$ cat config.mk
export PLATFORM = sky130hd
export DESIGN_NAME = alu_operand_issue_flat
export DESIGN_NICKNAME = d
export VERILOG_FILES = /design/src/rtl/alu_operand_issue_pkg.sv /design/src/rtl/alu_operand_issue_if.sv /design/src/rtl/alu_operand_issue_regfile.sv /design/src/rtl/alu_operand_issue.sv /design/src/flat_wrapper.sv
export SDC_FILE = /design/constraint.sdc
export NUM_CORES = 1
export LEC_CHECK = 0
export ABC_AREA = 1
export CORE_ASPECT_RATIO = 1.1
export CORE_MARGIN = 2
export CORE_UTILIZATION = 64
export DETAILED_ROUTE_END_ITERATION = 8
export HOLD_SLACK_MARGIN = 0.05
export PLACE_DENSITY = 0.84
export SYNTH_ARGS = -nofsm -noshare
export SYNTH_HDL_FRONTEND = slang
export SYNTH_SLANG_ARGS = --single-unit
export TNS_END_PERCENT = 5
$ cat constraint.sdc
create_clock -name clk -period 4.17 [get_ports clk]
set_input_delay 1.251 -clock clk [delete_from_list [all_inputs] [get_ports clk]]
set_output_delay 1.251 -clock clk [all_outputs]
set_load 0.05 [all_outputs]
$ cat src/rtl/alu_operand_issue_pkg.sv
// rtl/alu_operand_issue_pkg.sv - opcodes, instruction field slices and skid state type for the operand issue stage
package alu_operand_issue_pkg;

    localparam int DW = 4;
    localparam int AW = 4;

    localparam logic [3:0] OP_NOT = 4'b0000;
    localparam logic [3:0] OP_XOR = 4'b0111;
    localparam logic [3:0] OP_LSR = 4'b1000;
    localparam logic [3:0] OP_PAR = 4'b1001;
    localparam logic [3:0] OP_NEG = 4'b1010;
    localparam logic [3:0] OP_ADD = 4'b1011;
    localparam logic [3:0] OP_SUB = 4'b1100;
    localparam logic [3:0] OP_MUL = 4'b1101;
    localparam logic [3:0] OP_MAC = 4'b1110;
    localparam logic [3:0] OP_MSC = 4'b1111;

    localparam int OP_MSB = 15;
    localparam int OP_LSB = 12;
    localparam int A1_MSB = 11;
    localparam int A1_LSB = 8;
    localparam int A2_MSB = 7;
    localparam int A2_LSB = 4;
    localparam int A3_MSB = 3;
    localparam int A3_LSB = 0;

    typedef enum logic [1:0] {
        ST_EMPTY = 2'd0,
        ST_ONE   = 2'd1,
        ST_TWO   = 2'd2
    } skid_state_t;

    function automatic logic op_legal(input logic [3:0] op);
        case (op)
            OP_NOT, OP_XOR, OP_LSR, OP_PAR, OP_NEG,
            OP_ADD, OP_SUB, OP_MUL, OP_MAC, OP_MSC: return 1'b1;
            default:                                return 1'b0;
        endcase
    endfunction

endpackage

$ cat src/rtl/alu_operand_issue_if.sv
// rtl/alu_operand_issue_if.sv - instruction, issue and writeback signals of the operand issue stage
interface alu_operand_issue_if
    import alu_operand_issue_pkg::*;
#(
    parameter int ILL_CW = 4
);
    logic              instr_valid;
    logic              instr_ready;
    logic [15:0]       instr;
    logic              iss_valid;
    logic              iss_ready;
    logic [3:0]        op;
    logic [DW-1:0]     rs1;
    logic [DW-1:0]     rs2;
    logic [DW-1:0]     rs3;
    logic              wb_en;
    logic              wb_hi_en;
    logic [AW-1:0]     wb_addr;
    logic [2*DW-1:0]   wb_data;
    logic [ILL_CW-1:0] illegal_cnt;

    modport master (
        output instr_valid, instr, iss_ready, wb_en, wb_hi_en, wb_addr, wb_data,
        input  instr_ready, iss_valid, op, rs1, rs2, rs3, illegal_cnt
    );

    modport slave (
        input  instr_valid, instr, iss_ready, wb_en, wb_hi_en, wb_addr, wb_data,
        output instr_ready, iss_valid, op, rs1, rs2, rs3, illegal_cnt
    );
endinterface

$ cat src/rtl/alu_operand_issue_regfile.sv
// rtl/alu_operand_issue_regfile.sv - 16x4 register file, three async read ports, lo/hi nibble write ports
module alu_operand_issue_regfile
    import alu_operand_issue_pkg::*;
(
    input  logic          clk,
    input  logic          rst_n,
    input  logic          we_lo,
    input  logic [AW-1:0] wa_lo,
    input  logic [DW-1:0] wd_lo,
    input  logic          we_hi,
    input  logic [AW-1:0] wa_hi,
    input  logic [DW-1:0] wd_hi,
    input  logic [AW-1:0] ra1,
    input  logic [AW-1:0] ra2,
    input  logic [AW-1:0] ra3,
    output logic [DW-1:0] rd1,
    output logic [DW-1:0] rd2,
    output logic [DW-1:0] rd3
);
    logic [DW-1:0] mem [2**AW];

    // wa_lo and wa_hi are always distinct (hi = lo + 1), so the two writes never collide
    always_ff @(posedge clk or negedge rst_n) begin
        if (!rst_n) begin
            for (int i = 0; i < 2**AW; i++) begin
                mem[i] <= '0;
            end
        end else begin
            if (we_lo) mem[wa_lo] <= wd_lo;
            if (we_hi) mem[wa_hi] <= wd_hi;
        end
    end

    assign rd1 = mem[ra1];
    assign rd2 = mem[ra2];
    assign rd3 = mem[ra3];

endmodule

$ cat src/rtl/alu_operand_issue.sv
// rtl/alu_operand_issue.sv - operand fetch/issue stage with 2-entry skid; ALU_WB_BYPASS_EN forwards same-cycle writeback
module alu_operand_issue
    import alu_operand_issue_pkg::*;
#(
    parameter int ILL_CW = 4
) (
    input  logic               clk,
    input  logic               rst_n,
    alu_operand_issue_if.slave bus
);
    skid_state_t       state_q, state_d;
    logic [15:0]       out_q, out_d;
    logic [15:0]       skid_q, skid_d;
    logic              rdy_q;
    logic [ILL_CW-1:0] cnt_q, cnt_d;

    logic [3:0]    op_in;
    logic [AW-1:0] a1, a2, a3;
    logic [AW-1:0] wb_addr_hi;
    logic          we_hi;
    logic [DW-1:0] rd1, rd2, rd3;
    logic [DW-1:0] src1, src2, src3;
    logic          accept, push, drain;
    logic [15:0]   new_bundle;

    assign op_in      = bus.instr[OP_MSB:OP_LSB];
    assign a1         = bus.instr[A1_MSB:A1_LSB];
    assign a2         = bus.instr[A2_MSB:A2_LSB];
    assign a3         = bus.instr[A3_MSB:A3_LSB];
    assign wb_addr_hi = bus.wb_addr + 1'b1;
    assign we_hi      = bus.wb_en && bus.wb_hi_en;

    alu_operand_issue_regfile u_regfile (
        .clk   (clk),
        .rst_n (rst_n),
        .we_lo (bus.wb_en),
        .wa_lo (bus.wb_addr),
        .wd_lo (bus.wb_data[DW-1:0]),
        .we_hi (we_hi),
        .wa_hi (wb_addr_hi),
        .wd_hi (bus.wb_data[2*DW-1:DW]),
        .ra1   (a1),
        .ra2   (a2),
        .ra3   (a3),
        .rd1   (rd1),
        .rd2   (rd2),
        .rd3   (rd3)
    );

`ifdef ALU_WB_BYPASS_EN
    function automatic logic [DW-1:0] fwd(input logic [AW-1:0] a, input logic [DW-1:0] rd);
        if (bus.wb_en && bus.wb_addr == a)
            return bus.wb_data[DW-1:0];
        else if (we_hi && wb_addr_hi == a)
            return bus.wb_data[2*DW-1:DW];
        else
            return rd;
    endfunction

    always_comb begin
        src1 = fwd(a1, rd1);
        src2 = fwd(a2, rd2);
        src3 = fwd(a3, rd3);
    end
`else
    assign src1 = rd1;
    assign src2 = rd2;
    assign src3 = rd3;
`endif

    assign new_bundle = {op_in, src1, src2, src3};
    assign accept     = bus.instr_valid && rdy_q;
    assign push       = accept && op_legal(op_in);
    assign drain      = bus.iss_valid && bus.iss_ready;

    // Illegal ops complete the handshake but never occupy a skid slot
    always_comb begin
        state_d = state_q;
        out_d   = out_q;
        skid_d  = skid_q;
        cnt_d   = cnt_q;
        case (state_q)
            ST_EMPTY: begin
                if (push) begin
                    state_d = ST_ONE;
                    out_d   = new_bundle;
                end
            end
            ST_ONE: begin
                if (push && drain) begin
                    out_d = new_bundle;
                end else if (push) begin
                    state_d = ST_TWO;
                    skid_d  = new_bundle;
                end else if (drain) begin
                    state_d = ST_EMPTY;
                end
            end
            ST_TWO: begin
                if (drain) begin
                    state_d = ST_ONE;
                    out_d   = skid_q;
                end
            end
            default: state_d = ST_EMPTY;
        endcase
        if (accept && !op_legal(op_in) && cnt_q != {ILL_CW{1'b1}}) begin
            cnt_d = cnt_q + 1'b1;
        end
    end

    always_ff @(posedge clk or negedge rst_n) begin
        if (!rst_n) begin
            state_q <= ST_EMPTY;
            out_q   <= '0;
            skid_q  <= '0;
            rdy_q   <= 1'b1;
            cnt_q   <= '0;
        end else begin
            state_q <= state_d;
            out_q   <= out_d;
            skid_q  <= skid_d;
            rdy_q   <= (state_d != ST_TWO);
            cnt_q   <= cnt_d;
        end
    end

    assign bus.instr_ready = rdy_q;
    assign bus.iss_valid   = (state_q != ST_EMPTY);
    assign bus.op          = out_q[15:12];
    assign bus.rs1         = out_q[11:8];
    assign bus.rs2         = out_q[7:4];
    assign bus.rs3         = out_q[3:0];
    assign bus.illegal_cnt = cnt_q;

endmodule

$ cat src/flat_wrapper.sv
// flat-port wrapper written by rule: the top's interface ports become plain ports
module alu_operand_issue_flat import alu_operand_issue_pkg::*;
#(
    parameter int ILL_CW = 4
)
  (clk, rst_n, bus_instr_valid, bus_instr, bus_iss_ready, bus_wb_en, bus_wb_hi_en, bus_wb_addr, bus_wb_data, bus_instr_ready, bus_iss_valid, bus_op, bus_rs1, bus_rs2, bus_rs3, bus_illegal_cnt);
  alu_operand_issue_if #(.ILL_CW(ILL_CW)) bus_i ();
  input  logic clk;
  input  logic rst_n;
  input wire logic [$bits(bus_i.instr_valid)-1:0] bus_instr_valid;
  input wire logic [$bits(bus_i.instr)-1:0] bus_instr;
  input wire logic [$bits(bus_i.iss_ready)-1:0] bus_iss_ready;
  input wire logic [$bits(bus_i.wb_en)-1:0] bus_wb_en;
  input wire logic [$bits(bus_i.wb_hi_en)-1:0] bus_wb_hi_en;
  input wire logic [$bits(bus_i.wb_addr)-1:0] bus_wb_addr;
  input wire logic [$bits(bus_i.wb_data)-1:0] bus_wb_data;
  output wire logic [$bits(bus_i.instr_ready)-1:0] bus_instr_ready;
  output wire logic [$bits(bus_i.iss_valid)-1:0] bus_iss_valid;
  output wire logic [$bits(bus_i.op)-1:0] bus_op;
  output wire logic [$bits(bus_i.rs1)-1:0] bus_rs1;
  output wire logic [$bits(bus_i.rs2)-1:0] bus_rs2;
  output wire logic [$bits(bus_i.rs3)-1:0] bus_rs3;
  output wire logic [$bits(bus_i.illegal_cnt)-1:0] bus_illegal_cnt;
  assign bus_i.instr_valid = bus_instr_valid;
  assign bus_i.instr = bus_instr;
  assign bus_i.iss_ready = bus_iss_ready;
  assign bus_i.wb_en = bus_wb_en;
  assign bus_i.wb_hi_en = bus_wb_hi_en;
  assign bus_i.wb_addr = bus_wb_addr;
  assign bus_i.wb_data = bus_wb_data;
  assign bus_instr_ready = bus_i.instr_ready;
  assign bus_iss_valid = bus_i.iss_valid;
  assign bus_op = bus_i.op;
  assign bus_rs1 = bus_i.rs1;
  assign bus_rs2 = bus_i.rs2;
  assign bus_rs3 = bus_i.rs3;
  assign bus_illegal_cnt = bus_i.illegal_cnt;
  alu_operand_issue #(.ILL_CW(ILL_CW)) u_core (.clk(clk), .rst_n(rst_n), .bus(bus_i));
endmodule
# Word-level counts from Yosys, hierarchy flattened
# Memories as Yosys holds them, arrays and structs flattened.
# Cells that the tools add are included.
# classes
shifts	0
bitwise	6
addsub	2
n_eq_ne	7
div_mod_pow	0
n_mux	27
mul	0
n_reduce_logical	15
magnitude_cmp	7
# ops
op	count
$bwmux W64	2
$mux W64	2
$bmux W4 S4	3
$mux W16	3
$pmux W16 S3	1
$demux W4 S4	2
$mux W4	8
$ge A5 B5 Y1 const B	5
$not A4 Y5	5
$lt A5 B1 Y1 const B	2
$mux W2	5
$logic_and A1 B1 Y1	9
$add A4 B1 Y4 const B	2
$ne A2 B1 Y1 const B	3
$pmux W2 S3	1
$ne A4 B4 Y1 const B	1
$reduce_and A4 Y1	1
$reduce_and A3 Y1	1
$reduce_bool A3 Y1	1
$eq A2 B1 Y1 const B	1
$eq A2 B2 Y1 const B	1
$logic_not A2 Y1	1
$ne A2 B2 Y1 const B	1
$reduce_bool A2 Y1	1
2 further kinds	2
# totals
inputBits	34
ramBits	0
regBits	103
latchBits	0
output_inout_bits	22
memories	2
elab_cells	87
mem_bits_ro	32
# mem_list
name	words	word_bits	read_ports	rd_ports_with_merged_regs	wr	line	rtl
(name not given)	16	1	1	0	0	alu_operand_issue_pkg.sv:34	case (op)
(name not given)	16	1	1	0	0	alu_operand_issue_pkg.sv:34	

# Longest topological paths before layout
# logic_depth
depth_word	9
depth_mapped	10
ltp_nobuf	9

# Cells and area by module
# From an unflattened synthesis, not the netlist that was laid out.
# unflattened
hier_cells	1177
area_unflattened_um2	7223.2
# modules_own_cells
module	seq_area_each_um2	n_inst	cells_per_inst	area_per_inst_um2
alu_operand_issue_regfile	1601.5	1	936	5307.6
alu_operand_issue	977.2	1	241	1915.6

# Worst setup path before layout
# No wires, ideal clock.
# synth_timing
path_type	input to register
startpoint	in bus_instr[8]
endpoint	reg u_core.out_q[10]
required_ns	4.052
setup_slack_ns	1.845
t_arrival_ns	2.208
cell_stages	10
setup_time_ns	0.118
path_buffers	2
path_cell_list	clkbuf_1 inv_1 clkbuf_1 nand2_1 nand3_1 nand3_1 nand3_1 nand3_1 nand2_1 nand2_1
# synth_via
elab_chain_cells	6
elab_cells_between_ends	7
cone_classes	mux: 6; bitwise: 1
# synth_rtl
item	line	rtl
start: declaration	flat_wrapper.sv:11	input wire logic [$bits(bus_i.instr)-1:0] bus_instr;
$not A4 Y5 (implied by the code) *	alu_operand_issue_regfile.sv:34	assign rd1 = mem[ra1];
$bmux W4 S4 *	alu_operand_issue_regfile.sv:34	
$mux W4 (implied by the code) * (2 in a row)	alu_operand_issue_regfile.sv:34	
$mux W16, on equally long branches	alu_operand_issue.sv:90, alu_operand_issue.sv:84	
$pmux W16 S3 *	alu_operand_issue.sv:82	case (state_q)
end signal: assignment	alu_operand_issue.sv:121	out_q <= out_d;
end: declaration	alu_operand_issue.sv:12	logic [15:0] out_q, out_d;
# Every way passes the cells marked *; elsewhere a longest branch is shown, timed or not. The select of a mux whose other input is x is not followed.
# A chain may end at the register's enable or synchronous reset.

# Final worst setup path
# layout_timing
startpoint	in bus_instr[5]
endpoint	reg u_core.out_q[7]
# layout_via
elab_chain_cells	6
elab_cells_between_ends	7
cone_classes	mux: 6; bitwise: 1
# layout_rtl
item	line	rtl
$not A4 Y5 (implied by the code) *	alu_operand_issue_regfile.sv:35	assign rd2 = mem[ra2];
$bmux W4 S4 *	alu_operand_issue_regfile.sv:35	
$mux W4 (implied by the code) * (2 in a row)	alu_operand_issue_regfile.sv:35	
$mux W16, on equally long branches	alu_operand_issue.sv:90, alu_operand_issue.sv:84	
$pmux W16 S3 *	alu_operand_issue.sv:82	
# Marks and branches as above.

==> flow_summary.toml <==
[timing]
final-max-slew-violation-count = 0
rsz0062_at_grt = "false"
tightestPinTransition_ns = 0.8473
fin_hold_ws_ns = 0.4796
fmax_mhz = 333.2
fin_worst_skew_ns = 0.01109
setup_violations = 0
finalHoldViolCount = 0
fin_setup_tns_ns = 0
slew_headroom_pct = 43.45
fin_crit_ns = 3.001
post-route-period-util_pct = 71.97

[yosys]
post_synth.cell_area_avg_um2 = 6.518
synth_top_area_share_pct = 38.02
yosysSeqAreaShare_pct = 38.41
synth_seq_cells = 103
synth_nets = 1065
yosysWarnings = 0
yosys.area.top_type = "dfrtp_1"
synth.cell_area_mm2 = 0.006714
synth.area.top_cells = "dfrtp_1 38%, nand2_1 21%, nand3_1 14%"
synthDistinctLibCells = 21
synthCells = 1030

[detailed_routing]
vias = 7294
drtPass1Iterations = 7
ant_nets = 0
wl_per_cell_um = 17.35
drc = 0
wl_um = 20880
initialDrtViolationCount = 762
vias_per_cell = 6.063

[floorplan]
io_pins = 56
die_w_um = 101.7
core_area_mm2 = 0.01030
initial_core_util_pct = 65.21
fp-row-count = 39
dieArea_mm2 = 0.01133
fp.dieH_um = 111.4

[min_path]
worstHoldPathCells = 2
hold_start = "u_core.out_q[11]$_DFFE_PN0P_"
hold_end = "u_core.out_q[11]$_DFFE_PN0P_"
hold_class = "flip-flop to flip-flop"

[worst_setup_path]
path_max_fanout = 17
setup.worst_path.start = "bus_instr[5]"
critPathKind = "input port to flip-flop"
required_ns = 4.41
arrival_ns = 3.24
critPathCaptureType = "flip-flop"
r2r_slack_ns = 2.62
rr_endpoint = "u_core.out_q[2]$_DFFE_PN0P_"
critPathLaunchType = "input port"
r2r_cells = 5
timing.rr.start = "u_core.state_q[1]$_DFF_PN0_"

[clock_network]
clkSlewWorstSetupHoldPaths_ns = 0.07
cts_resized = 0
clockBufferDepth = 2
cts-root-buf = "clkbuf_16"
cts_tree = "yes"
h-tree-depth = 3
cts.sinks = 103
cts_buffers = 9
insertion_delay_ns = 0.36
cts_setup_buffers = 0
holdBufCountCts = 0

[placement]
finalWeightedCongestion = 0.9772
placed_area_mm2 = 0.007317
port-buffer-count = 55
dp_hpwl_um = 14790

[power_and_ir_drop]
p_per_area_mw_per_mm2 = 525.7
leakage_uw = 0.003740
seqPwrFrac_pct = 37.9
power_frac_comb_pct = 41.9
p_switching_uw = 1704
clockPowerShare_pct = 20.2
p_sw_share_pct = 42.66
intPower_uw = 2290
irDropWorstVdd_uv = 302.7

[layout]
fillers = 854
area_growth_pct = 13.16
drive_above_1_share_pct = 4.245
nNetsFinal = 1090
design_area_mm2 = 0.007597
num_antenna_cells = 0

[global_routing]
grt_pass1_wl_um = 33260
grt.overflow.total = 0
grt_max_degree = 104
grt_pass1_vias = 6381
antenna_found_initial = 0
track_usage_pct = 37.57

[status]
outcome = "completed"

[flow_run]
maxCapViolations = 0
==> cell type report <==
type	count	area, µm²	area share (%)
multi-input combinational	769	3518	46.31
sequential	103	2579	33.94
timing repair buffer	66	643.1	8.465
inverter	106	397.9	5.237
clock buffer	9	225.2	2.964
tap	143	178.9	2.355
clock inverter	7	55.05	0.7246
==> metrics by stage <==
step                util (%)  instances  total power, µW  setup WS [ns]
detailed placement     71.07       1187             3155         0.8735
global route           73.79       1203             4211          1.046
CTS                    73.79       1203             3962          1.219
finish                 73.79       1203             3994          1.169
global placement       71.07       1187             3131         0.9058
floorplan                  -       1030             2608          1.845
==> registers in the layout (all words and copies together) (netlist names) <==
name                    count
u_core.state_q              2
u_core.skid_q              16
u_core.bus.illegal_cnt      4
u_core.out_q               16
u_core.bus.instr_ready      1
u_core.u_regfile.mem       64
==> logic make-up after synthesis <==
logic type      Yosys count  synth area share, %
simple gates            625                39.02
buf+inv                 158                9.187
compound gates          139                12.64
flops                   103                38.41
xor+xnor                  3               0.3914
mux                       1               0.1677
fa+ha+maj                 1               0.1863
==> how the worst max path moves through the flow <==
| stage | endpoint |
|---|---|
| 2_1_floorplan | u_core.out_q[10]$_DFFE_PN0P_ |
| 3_3_place_gp | u_core.out_q[7]$_DFFE_PN0P_ |
| 3_5_place_dp | u_core.out_q[7]$_DFFE_PN0P_ |
| 4_1_cts | u_core.out_q[7]$_DFFE_PN0P_ |
| 5_1_grt | u_core.out_q[5]$_DFFE_PN0P_ |
| 6_report | u_core.out_q[7]$_DFFE_PN0P_ |
==> power groups by stage <==
| stage | Combinational (µW) | Clock [µW] | Sequential (µW) |
|---|---|---|---|
| floorplan | 808 | 0 | 1800 |
| detailed placement | 1630 | 0 | 1520 |
| CTS | 1640 | 812 | 1510 |
| global placement | 1620 | 0 | 1510 |
| finish | 1670 | 808 | 1510 |
| global route | 1820 | 850 | 1540 |
==> layer usage <==
metal | vias to the layer above | part of all wire [%] | global-route usage, %
met3 | 70 | 11 | 7.407
met1 | 3358 | 40 | 53.02
met5 | - | 0 | 0
met2 | 452 | 45 | 56.18
met4 | 0 | 4.3 | 16.22
li1 | 3414 | - | -
==> cell usage in the layout, fill, tap and decap left out, drive strengths merged <==
cell type / instances
ha: 1
nand2: 382
xnor2: 2
clkdlybuf4s50: 54
clkbuf: 9
xor2: 1
mux2: 1
o211ai: 57
dfrtp: 102
o22ai: 8
clkinvlp: 1
dfstp: 1
nand4: 2
nand3: 187
nor2: 53
or2: 1
o21ai: 74
inv: 108
clkinv: 4
buf: 12
==> critical path: stages <==
cell             delay, ns
clkdlybuf4s50_1       0.92
inv_1                 0.43
nand3_1               0.19
nand3_1               0.09
nand3_1               0.13
nand3_1               0.09
nand2_1               0.09
nand2_1               0.05
==> cell usage after synthesis (all sizes together) <==
cell,n
clkinv,1
dfrtp,102
nand2,382
ha,1
inv,105
mux2,1
nand3,187
nand4,2
clkbuf,33
nor2,53
xnor2,2
buf,19
o22ai,8
xor2,1
dfstp,1
o21ai,74
o211ai,57
or2,1
Power figures use the tool's default switching activity.
